<file path="src/rtl/fft_bfly_sched.sv">
// fft_bfly_sched: sequences in-place radix-2 DIT FFT stages through one shared butterfly.
// Issues read pairs and twiddle indices, and replays the pair as the write-back after the pipeline latency.
module fft_bfly_sched #(
  parameter int LOGN   = 3,
  parameter int RD_LAT = 1,
  parameter int BF_LAT = 1
) (
  input  logic            clk,
  input  logic            rst_n,
  input  logic            start,
  input  logic            en,
  output logic            busy,
  output logic            done,
  output logic [LOGN-1:0] stage,
  output logic            rd_en,
  output logic [LOGN-1:0] rd_addr_a,
  output logic [LOGN-1:0] rd_addr_b,
  output logic [LOGN-2:0] tw_addr,
  output logic            bf_ce,
  output logic            wr_en,
  output logic [LOGN-1:0] wr_addr_a,
  output logic [LOGN-1:0] wr_addr_b
);

  localparam int HALF = 1 << (LOGN - 1);
  localparam int DLY  = RD_LAT + BF_LAT;
  localparam int DW   = $clog2(DLY + 1);
  localparam int TWW  = LOGN - 1;

  typedef enum logic [1:0] {IDLE, ISSUE, DRAIN, DONE} state_t;

  state_t          state_reg, state_next;
  logic [LOGN-1:0] s_reg, s_next;
  logic [LOGN-1:0] k_reg, k_next;
  logic [DW-1:0]   dcnt_reg, dcnt_next;

  logic [LOGN-1:0] ra_reg, rb_reg;
  logic [TWW-1:0]  tw_reg;

  logic            vld_pipe [DLY];
  logic [LOGN-1:0] pa_pipe  [DLY];
  logic [LOGN-1:0] pb_pipe  [DLY];

  function automatic logic [LOGN-1:0] addr_a_f(input logic [LOGN-1:0] s, input logic [LOGN-1:0] k);
    int si, ki, span;
    si   = int'(s);
    ki   = int'(k);
    span = 1 << si;
    return LOGN'(((ki >> si) << (si + 1)) | (ki & (span - 1)));
  endfunction

  function automatic logic [LOGN-1:0] addr_b_f(input logic [LOGN-1:0] s, input logic [LOGN-1:0] k);
    return LOGN'(int'(addr_a_f(s, k)) + (1 << int'(s)));
  endfunction

  function automatic logic [TWW-1:0] tw_f(input logic [LOGN-1:0] s, input logic [LOGN-1:0] k);
    int si, ki;
    si = int'(s);
    ki = int'(k);
    return TWW'((ki & ((1 << si) - 1)) << (LOGN - 1 - si));
  endfunction

  // State and counters only advance on en; en=0 freezes the whole schedule.
  always_ff @(posedge clk or negedge rst_n) begin
    if (!rst_n) begin
      state_reg <= IDLE;
      s_reg     <= '0;
      k_reg     <= '0;
      dcnt_reg  <= '0;
    end else if (en) begin
      state_reg <= state_next;
      s_reg     <= s_next;
      k_reg     <= k_next;
      dcnt_reg  <= dcnt_next;
    end
  end

  always_comb begin
    state_next = state_reg;
    s_next     = s_reg;
    k_next     = k_reg;
    dcnt_next  = dcnt_reg;
    case (state_reg)
      IDLE: begin
        if (start) begin
          state_next = ISSUE;
          s_next     = '0;
          k_next     = '0;
        end
      end
      ISSUE: begin
        if (k_reg == LOGN'(HALF - 1)) begin
          state_next = DRAIN;
          dcnt_next  = DW'(DLY);
        end else begin
          k_next = k_reg + LOGN'(1);
        end
      end
      DRAIN: begin
        // The gap lets the last write of stage s land before stage s+1 reads it.
        if (dcnt_reg == DW'(1)) begin
          if (int'(s_reg) < LOGN - 1) begin
            state_next = ISSUE;
            s_next     = s_reg + LOGN'(1);
            k_next     = '0;
          end else begin
            state_next = DONE;
          end
        end else begin
          dcnt_next = dcnt_reg - DW'(1);
        end
      end
      DONE:    state_next = IDLE;
      default: state_next = IDLE;
    endcase
  end

  // Addresses are registered for the butterfly about to be issued, then held.
  always_ff @(posedge clk or negedge rst_n) begin
    if (!rst_n) begin
      ra_reg <= '0;
      rb_reg <= '0;
      tw_reg <= '0;
    end else if (en && state_next == ISSUE) begin
      ra_reg <= addr_a_f(s_next, k_next);
      rb_reg <= addr_b_f(s_next, k_next);
      tw_reg <= tw_f(s_next, k_next);
    end
  end

  always_ff @(posedge clk or negedge rst_n) begin
    if (!rst_n) begin
      for (int i = 0; i < DLY; i++) begin
        vld_pipe[i] <= 1'b0;
        pa_pipe[i]  <= '0;
        pb_pipe[i]  <= '0;
      end
    end else if (en) begin
      vld_pipe[0] <= (state_reg == ISSUE);
      pa_pipe[0]  <= ra_reg;
      pb_pipe[0]  <= rb_reg;
      for (int i = 1; i < DLY; i++) begin
        vld_pipe[i] <= vld_pipe[i-1];
        pa_pipe[i]  <= pa_pipe[i-1];
        pb_pipe[i]  <= pb_pipe[i-1];
      end
    end
  end

  always_comb begin
    busy      = (state_reg == ISSUE) || (state_reg == DRAIN);
    done      = (state_reg == DONE);
    stage     = s_reg;
    rd_en     = (state_reg == ISSUE) && en;
    rd_addr_a = ra_reg;
    rd_addr_b = rb_reg;
    tw_addr   = tw_reg;
    bf_ce     = vld_pipe[RD_LAT-1] && en;
    wr_en     = vld_pipe[DLY-1] && en;
    wr_addr_a = pa_pipe[DLY-1];
    wr_addr_b = pb_pipe[DLY-1];
  end

endmodule

</file>
<file path="config.mk">
export PLATFORM = sky130hd
export DESIGN_NAME = fft_bfly_sched
export DESIGN_NICKNAME = d
export VERILOG_FILES = /design/src/rtl/fft_bfly_sched.sv
export SDC_FILE = /design/constraint.sdc
export NUM_CORES = 1
export LEC_CHECK = 0
export ABC_AREA = 1
export CAP_MARGIN = 10
export CORE_ASPECT_RATIO = 0.8
export CORE_MARGIN = 1
export CORE_UTILIZATION = 55
export CTS_CLUSTER_SIZE = 8
export DETAILED_ROUTE_END_ITERATION = 10
export PLACE_DENSITY_LB_ADDON = 0.05
export SYNTH_ARGS = -nofsm -noshare
export SYNTH_HDL_FRONTEND = slang
export SYNTH_SLANG_ARGS = --single-unit
export TNS_END_PERCENT = 5
</file>
<file path="constraint.sdc">
create_clock -name clk -period 3.4 [get_ports clk]
set_clock_uncertainty 0.2 [all_clocks]
set_input_delay 0.34 -clock clk [delete_from_list [all_inputs] [get_ports clk]]
set_output_delay 0.34 -clock clk [all_outputs]
set_load 0.02 [all_outputs]
</file>
# Word-level counts from Yosys, hierarchy flattened
# Index checks and enable logic that the tools add are counted.
totals:
  ff_bits: 32
  wordCells: 60
  in_bits: 4
  out_inout_bits: 22
op_classes:
  n_reduce_logical: 8
  eq_ne: 8
  shift: 4
  n_addsub: 7
  bitwise: 2
  mux: 17
  magnitude_cmp: 1
ops:
  columns: ["operator", "count"]
  rows:
  - ["4-bit by 32-bit AND with 32-bit output", 1]
  - ["1-bit by 3-bit << shifter with 32-bit output, first input constant", 1]
  - ["32-bit by 32-bit << shifter with 2-bit output", 1]
  - ["32-bit by 4-bit << shifter with 3-bit output", 1]
  - ["3-bit by 3-bit right shift with 32-bit output", 1]
  - ["32-bit by 2-bit subtractor with 32-bit output, second input constant", 1]
  - ["3-bit 2-to-1 mux", 7]
  - ["2-bit 2-to-1 mux", 6]
  - ["3-bit case mux with 3 select lines", 1]
  - ["2-bit case mux with 4 select lines", 1]
  - ["3-bit by 1-bit adder with 3-bit output, second input constant", 2]
  - ["2-bit by 1-bit == test with 1-bit output, second input constant", 3]
  - ["3-bit case mux with 2 select lines", 1]
  - ["3-bit by 1-bit adder with 4-bit output, second input constant", 1]
  - ["2-bit == test, second input constant", 2]
  - ["1-bit logical AND", 4]
  - ["2-bit != test, second input constant", 2]
  - ["2-bit case mux with 2 select lines", 1]
  - ["4-bit AND reduction", 1]
  - ["2-bit by 3-bit subtractor with 4-bit output, first input constant", 1]
  - ["3-bit adder", 1]
  - ["3-bit by 2-bit == test with 1-bit output, second input constant", 1]
  - ["3-bit by 2-bit less-than comparator with 1-bit output, second input constant", 1]
  - ["3-bit OR", 1]
  - ["4 further kinds", 4]

# Longest topological paths before layout
# Gate-level depths: netlist (run 1).
depth:
  word_depth: 9
  mapped_depth: 21
  ltp_nobuf: 21

# Worst setup path after synthesis (run 1)
# No wires, ideal clock.
synth_timing:
  path_kind: "register to register"
  from: "reg state_reg[0]"
  to: "reg rb_reg[2] (netlist: rd_addr_b[2])"
  stages_incl_launch_ff: 19
  path_slack_ns: 0.281
  arrival_time_ns: 2.802
  cell_sequence: "dfrtp_1 > inv_1 > ha_1 > inv_2 > nand3_2 > o21ai_4 > inv_2 > nand2_8 > ha_1 > inv_1 > nand3_1 > nand3_4 > o21ai_2 > ha_1 > fa_1 > xor2_1 > nand3_1 > nand3_1 > nand2_1"
synth_between:
  elab_chain_cells: 7
  elab_cells_between_ends: 20
  classes_between: "add/sub (3); eq/ne (4); shift (3); mux (6); bitwise (2); reduce/logical (2)"
synth_lines:
  columns: ["item", "line", "text"]
  rows:
  - ["start, declared", "32", "state_t state_reg, state_next;"]
  - ["start signal, assigned", "71", "state_reg <= state_next;"]
  - ["2-bit == test / 2-bit zero test (equally long branches)", "83", "case (state_reg)"]
  - ["3-bit case mux with 2 select lines *", "83", null]
  - ["via s_next[0]", "33", "logic [LOGN-1:0] s_reg, s_next;"]
  - ["1-bit by 3-bit << shifter with 32-bit output", null, null]
  - ["32-bit by 2-bit subtractor with 32-bit output", null, null]
  - ["4-bit by 32-bit AND with 32-bit output", null, null]
  - ["3-bit OR", "49", "return LOGN'(((ki >> si) << (si + 1)) | (ki & (span - 1)));"]
  - ["3-bit adder *", "53", "return LOGN'(int'(addr_a_f(s, k)) + (1 << int'(s)));"]
  - ["end signal, assigned", "126", "rb_reg <= addr_b_f(s_next, k_next);"]
  - ["end, declared", "37", "logic [LOGN-1:0] ra_reg, rb_reg;"]
# The timed path passes the listed nets; every way through them passes the cells marked *.
# A chain may end at the register's enable or synchronous reset.

# Final worst setup path (run 1)
layout_timing:
  from: "reg state_reg[1]"
  to: "reg rb_reg[2] (netlist: rd_addr_b[2])"
# Same word-level chain as after synthesis.

==> results of run 1 <==
[metrics by stage]
step,power (W),hold slack (ns),util
after CTS,0.00201,0.270,0.701
final,0.00205,0.261,0.716
after detailed placement,0.00164,0.257,0.668
after floorplan,0.00136,-0.156,-
after global placement,0.00162,0.253,0.668
after global routing,0.00221,0.289,0.716
[power by group]
part           leakage (nW)  internal (W)  switching [W]
Sequential            0.413      0.000513      0.0000991
Clock                0.0541      0.000217       0.000149
Combinational         0.815      0.000441       0.000627
Total                  1.28       0.00117       0.000875
[area by class of cell]
type / count / area, um^2
multi-input cells: 179 / 1110
fillers: 286 / 1000
flip-flops and latches: 32 / 803
repair buffers: 35 / 325
inverters: 29 / 111
clock buffers: 5 / 68.8
well taps: 42 / 52.6
clock inverters: 3 / 42.5
[worst register-to-register path, delay by kind of cell (launching register included)]
| kind | cells | cell delay [ns] |
|---|---|---|
| adder cells (fa/ha/maj) | 4 | 1.01 |
| AND/OR/NAND/NOR | 8 | 0.78 |
| AO/OA/AOI/OAI | 1 | 0.10 |
| flip-flops | 1 | 0.44 |
| buffers and inverters | 3 | 0.34 |
| XOR/XNOR | 1 | 0.21 |
[path summary, 6_finish.rpt]
kind                            cells past startpoint      endpoint         start
max in group asynchronous                           2  state_reg[1]         rst_n
worst max register to register                     17  rd_addr_b[2]  state_reg[1]
worst min register to register                      2  wr_addr_a[2]  wr_addr_a[2]
min in group clk                                    2  wr_addr_a[2]  wr_addr_a[2]
worst max-delay path                               17  rd_addr_b[2]  state_reg[1]
worst min-delay path                                2      stage[1]         rst_n
[Yosys cell counts, types with 2 or more instances]
cell	count
sky130_fd_sc_hd__dfrtp_1	32
sky130_fd_sc_hd__nor2_2	4
sky130_fd_sc_hd__o21ai_1	3
sky130_fd_sc_hd__a31oi_1	3
sky130_fd_sc_hd__nand2_1	81
sky130_fd_sc_hd__nand3_4	2
sky130_fd_sc_hd__nand3_2	3
sky130_fd_sc_hd__nand2_2	9
sky130_fd_sc_hd__o21ai_0	15
sky130_fd_sc_hd__nor2_1	9
sky130_fd_sc_hd__buf_4	6
sky130_fd_sc_hd__nand3_1	10
sky130_fd_sc_hd__nand2_4	6
sky130_fd_sc_hd__nand4_1	5
sky130_fd_sc_hd__o21ai_2	2
sky130_fd_sc_hd__inv_1	18
sky130_fd_sc_hd__a21oi_4	2
sky130_fd_sc_hd__clkbuf_1	4
sky130_fd_sc_hd__ha_1	12
sky130_fd_sc_hd__nand2_8	2
sky130_fd_sc_hd__inv_2	10
[cell families after synthesis]
family,synth area share
adder cells (fa/ha/maj),0.0817
buffers and inverters,0.0877
AND/OR/NAND/NOR,0.348
flip-flops,0.385
AO/OA/AOI/OAI,0.0938
XOR/XNOR,0.00421
[timing repair]
item / in CTS / in global routing
pin swaps: 0 / 2
gates resized for setup: 1 / 6
gates cloned: 0 / 0
setup buffers: 0 / 5
endpoints found under the hold margin: 0 / 0
endpoints found under the setup margin: 1 / 1
[per-layer routing]
metal | part of all wire | wire length, um | track usage
met1 | 0.49 | 2040 | 0.317
met2 | 0.47 | 1970 | 0.363
met3 | 0.029 | 121 | 0.0477
met4 | 0.0055 | 23 | 0.0857
met5 | 0 | 0 | 0
==> results by group, run 1 <==
STA
  • Measured slew at the worst slew-check pin: 0.559 ns
  • Final clock period utilization by the worst path: 0.939
  • Setup slack of the critical path after layout: 0.208 ns
  • Relative slew slack: 0.626
  • Minimum period implied by the final worst setup slack: 3.19 ns
  • Setup TNS after final layout: 0 ns
  • Fmax achieved: 0.313 GHz
  • Finish-stage setup viols: 0
  • Hold Vio Cnt, Final: 0
  • RSZ-0062 raised after global routing: no
  • Max Slew Vio Count: 0

Global routing
  • Vias in the first global route: 1519
  • Global-route wire length before repair: 7.09 mm
  • Maximum number of pins on one net before global-route repair: 33
  • Number of antenna violations at the first check in global routing: 0
  • GRT Total Usage: 0.230
  • Remaining Overflow, GRT: 0

Die
  • Horizontal die dimension: 70.8 um
  • Die height: 57.0 um
  • Initial Utilization: 0.592
  • Core Footprint: 0.00352 mm^2
  • Count of pins on the block boundary: 26
  • Number of cell rows: 19
  • Die area: 0.00404 mm^2

Job
  • Number of maximum-capacitance constraint violations: 0

Critical path
  • Crit. End Element: flop
  • Arrival time at the worst endpoint: 3.17 ns
  • CP Cell Sequence: buf_4, ha_4, inv_2, nand3_2, o21ai_4, inv_2, nand2_8, ha_1, nand2_1, ha_1, or2_1, nand2_2, fa_1, xor2_1, nand3_1, nand3_1, nand2_1
  • Kind of critical path: reg -> reg
  • Kind of launch point of the worst setup path: flop
  • Max stage delay cell, worst path: sky130_fd_sc_hd__dfrtp_2
  • Required time at the endpoint of the critical path: 3.38 ns
  • Highest cell delay on the worst timing path: 0.44 ns
  • Worst-case register-to-register setup slack: 0.21 ns
  • Worst Path Buf+Inv: 3
  • Family with the most delay on the worst path: adder cells
  • Crit Path Max Fanout: 8

Outcome
  • Result of the run: finished with violations
  • Violations in the final reports: design-rule violations

Synth
  • Number of enable flip-flop cells after synthesis: 0
  • Synthesis Warnings: 0
  • Post-Synthesis Mean Instance Area: 8.29 um^2
  • Synthesis-stage register bit count: 32
  • Post-synth design cell area: 0.00208 mm^2
  • Primary FF master, synth: sky130_fd_sc_hd__dfrtp_1
  • Cell taking the most area after synthesis: sky130_fd_sc_hd__dfrtp_1
  • Async set-or-reset flop fraction in the synthesized netlist: 1.00
  • Area share of the leading cell type in the synthesized netlist: 0.385
  • Fraction of the yosys area taken by sequential cells: 0.385
  • Cells taking the most area after synthesis: sky130_fd_sc_hd__dfrtp_1 38%, sky130_fd_sc_hd__nand2_1 15%, sky130_fd_sc_hd__ha_1 7.2%
  • Post-synthesis cell type count: 34
  • Count of mapped cells out of synthesis: 251
  • Synthesized netlist net count: 268

Cells and area
  • # nets final: 299
  • Antenna Cells: 0
  • Final instance area: 0.00252 mm^2
  • Most common cell after layout, fill and taps aside: sky130_fd_sc_hd__nand2_1
  • Most frequent cells in the layout: 81 x sky130_fd_sc_hd__nand2_1, 30 x sky130_fd_sc_hd__dfrtp_1, 25 x sky130_fd_sc_hd__clkdlybuf4s50_1
  • Fraction of layout instances using a drive strength above 1: 0.240
  • Number of non-filler instances in the completed layout: 325
  • Area added between synthesis and finish: 20.9%

Clock tree
  • Largest buffer count on any clock path: 2
  • Clock sink count: 32
  • Worst-path clk slew: 0.07 ns
  • H-Tree Depth: 2
  • Insertion delay to the later sink of the worst-skew pair: 0.29 ns
  • Buffer type at the clock tree root: sky130_fd_sc_hd__clkbuf_8
  • Number of clock buffers inserted by TritonCTS: 5
  • Clock tree from TritonCTS: yes
  • Hold_buf cts: 0

Placement
  • Port buffer count: 25
  • HPWL after detailed placement: 3.08 mm
  • Cell count after placement: 312
  • Worst slack after detailed placement: 0.0182 ns
  • Cell area after placement: 0.00235 mm^2
  • Global placement routability congestion: 0.933

Routing
  • Vias after detailed routing: 1671
  • DR vias/cell: 5.14
  • First DRT Iteration DRCs: 64
  • WL per Instance: 12.8 um
  • Iteration count of the initial detailed-routing pass: 7
  • Detailed-route DRC error count: 4
  • Aggregate routed wire length: 4.16 mm
  • Antenna violation net count after detailed routing: 0

Pwr
  • Static leakage: 1.28 nW
  • Cell Pwr Density: 813 mW/mm^2
  • Worst vdd ir: 0.466 mV

Worst hold path
  • Worst hold path type: in -> async
(Power assumes the default switching activity.)
==> inputs of run 2 (changes only) <==
Settings changed: CTS_BUF_LIST set to sky130_fd_sc_hd__clkbuf_4 sky130_fd_sc_hd__clkbuf_8 sky130_fd_sc_hd__clkbuf_16.
==> results of run 2 <==
No change in the layout: final DEF, timing and power equal those of run 1.
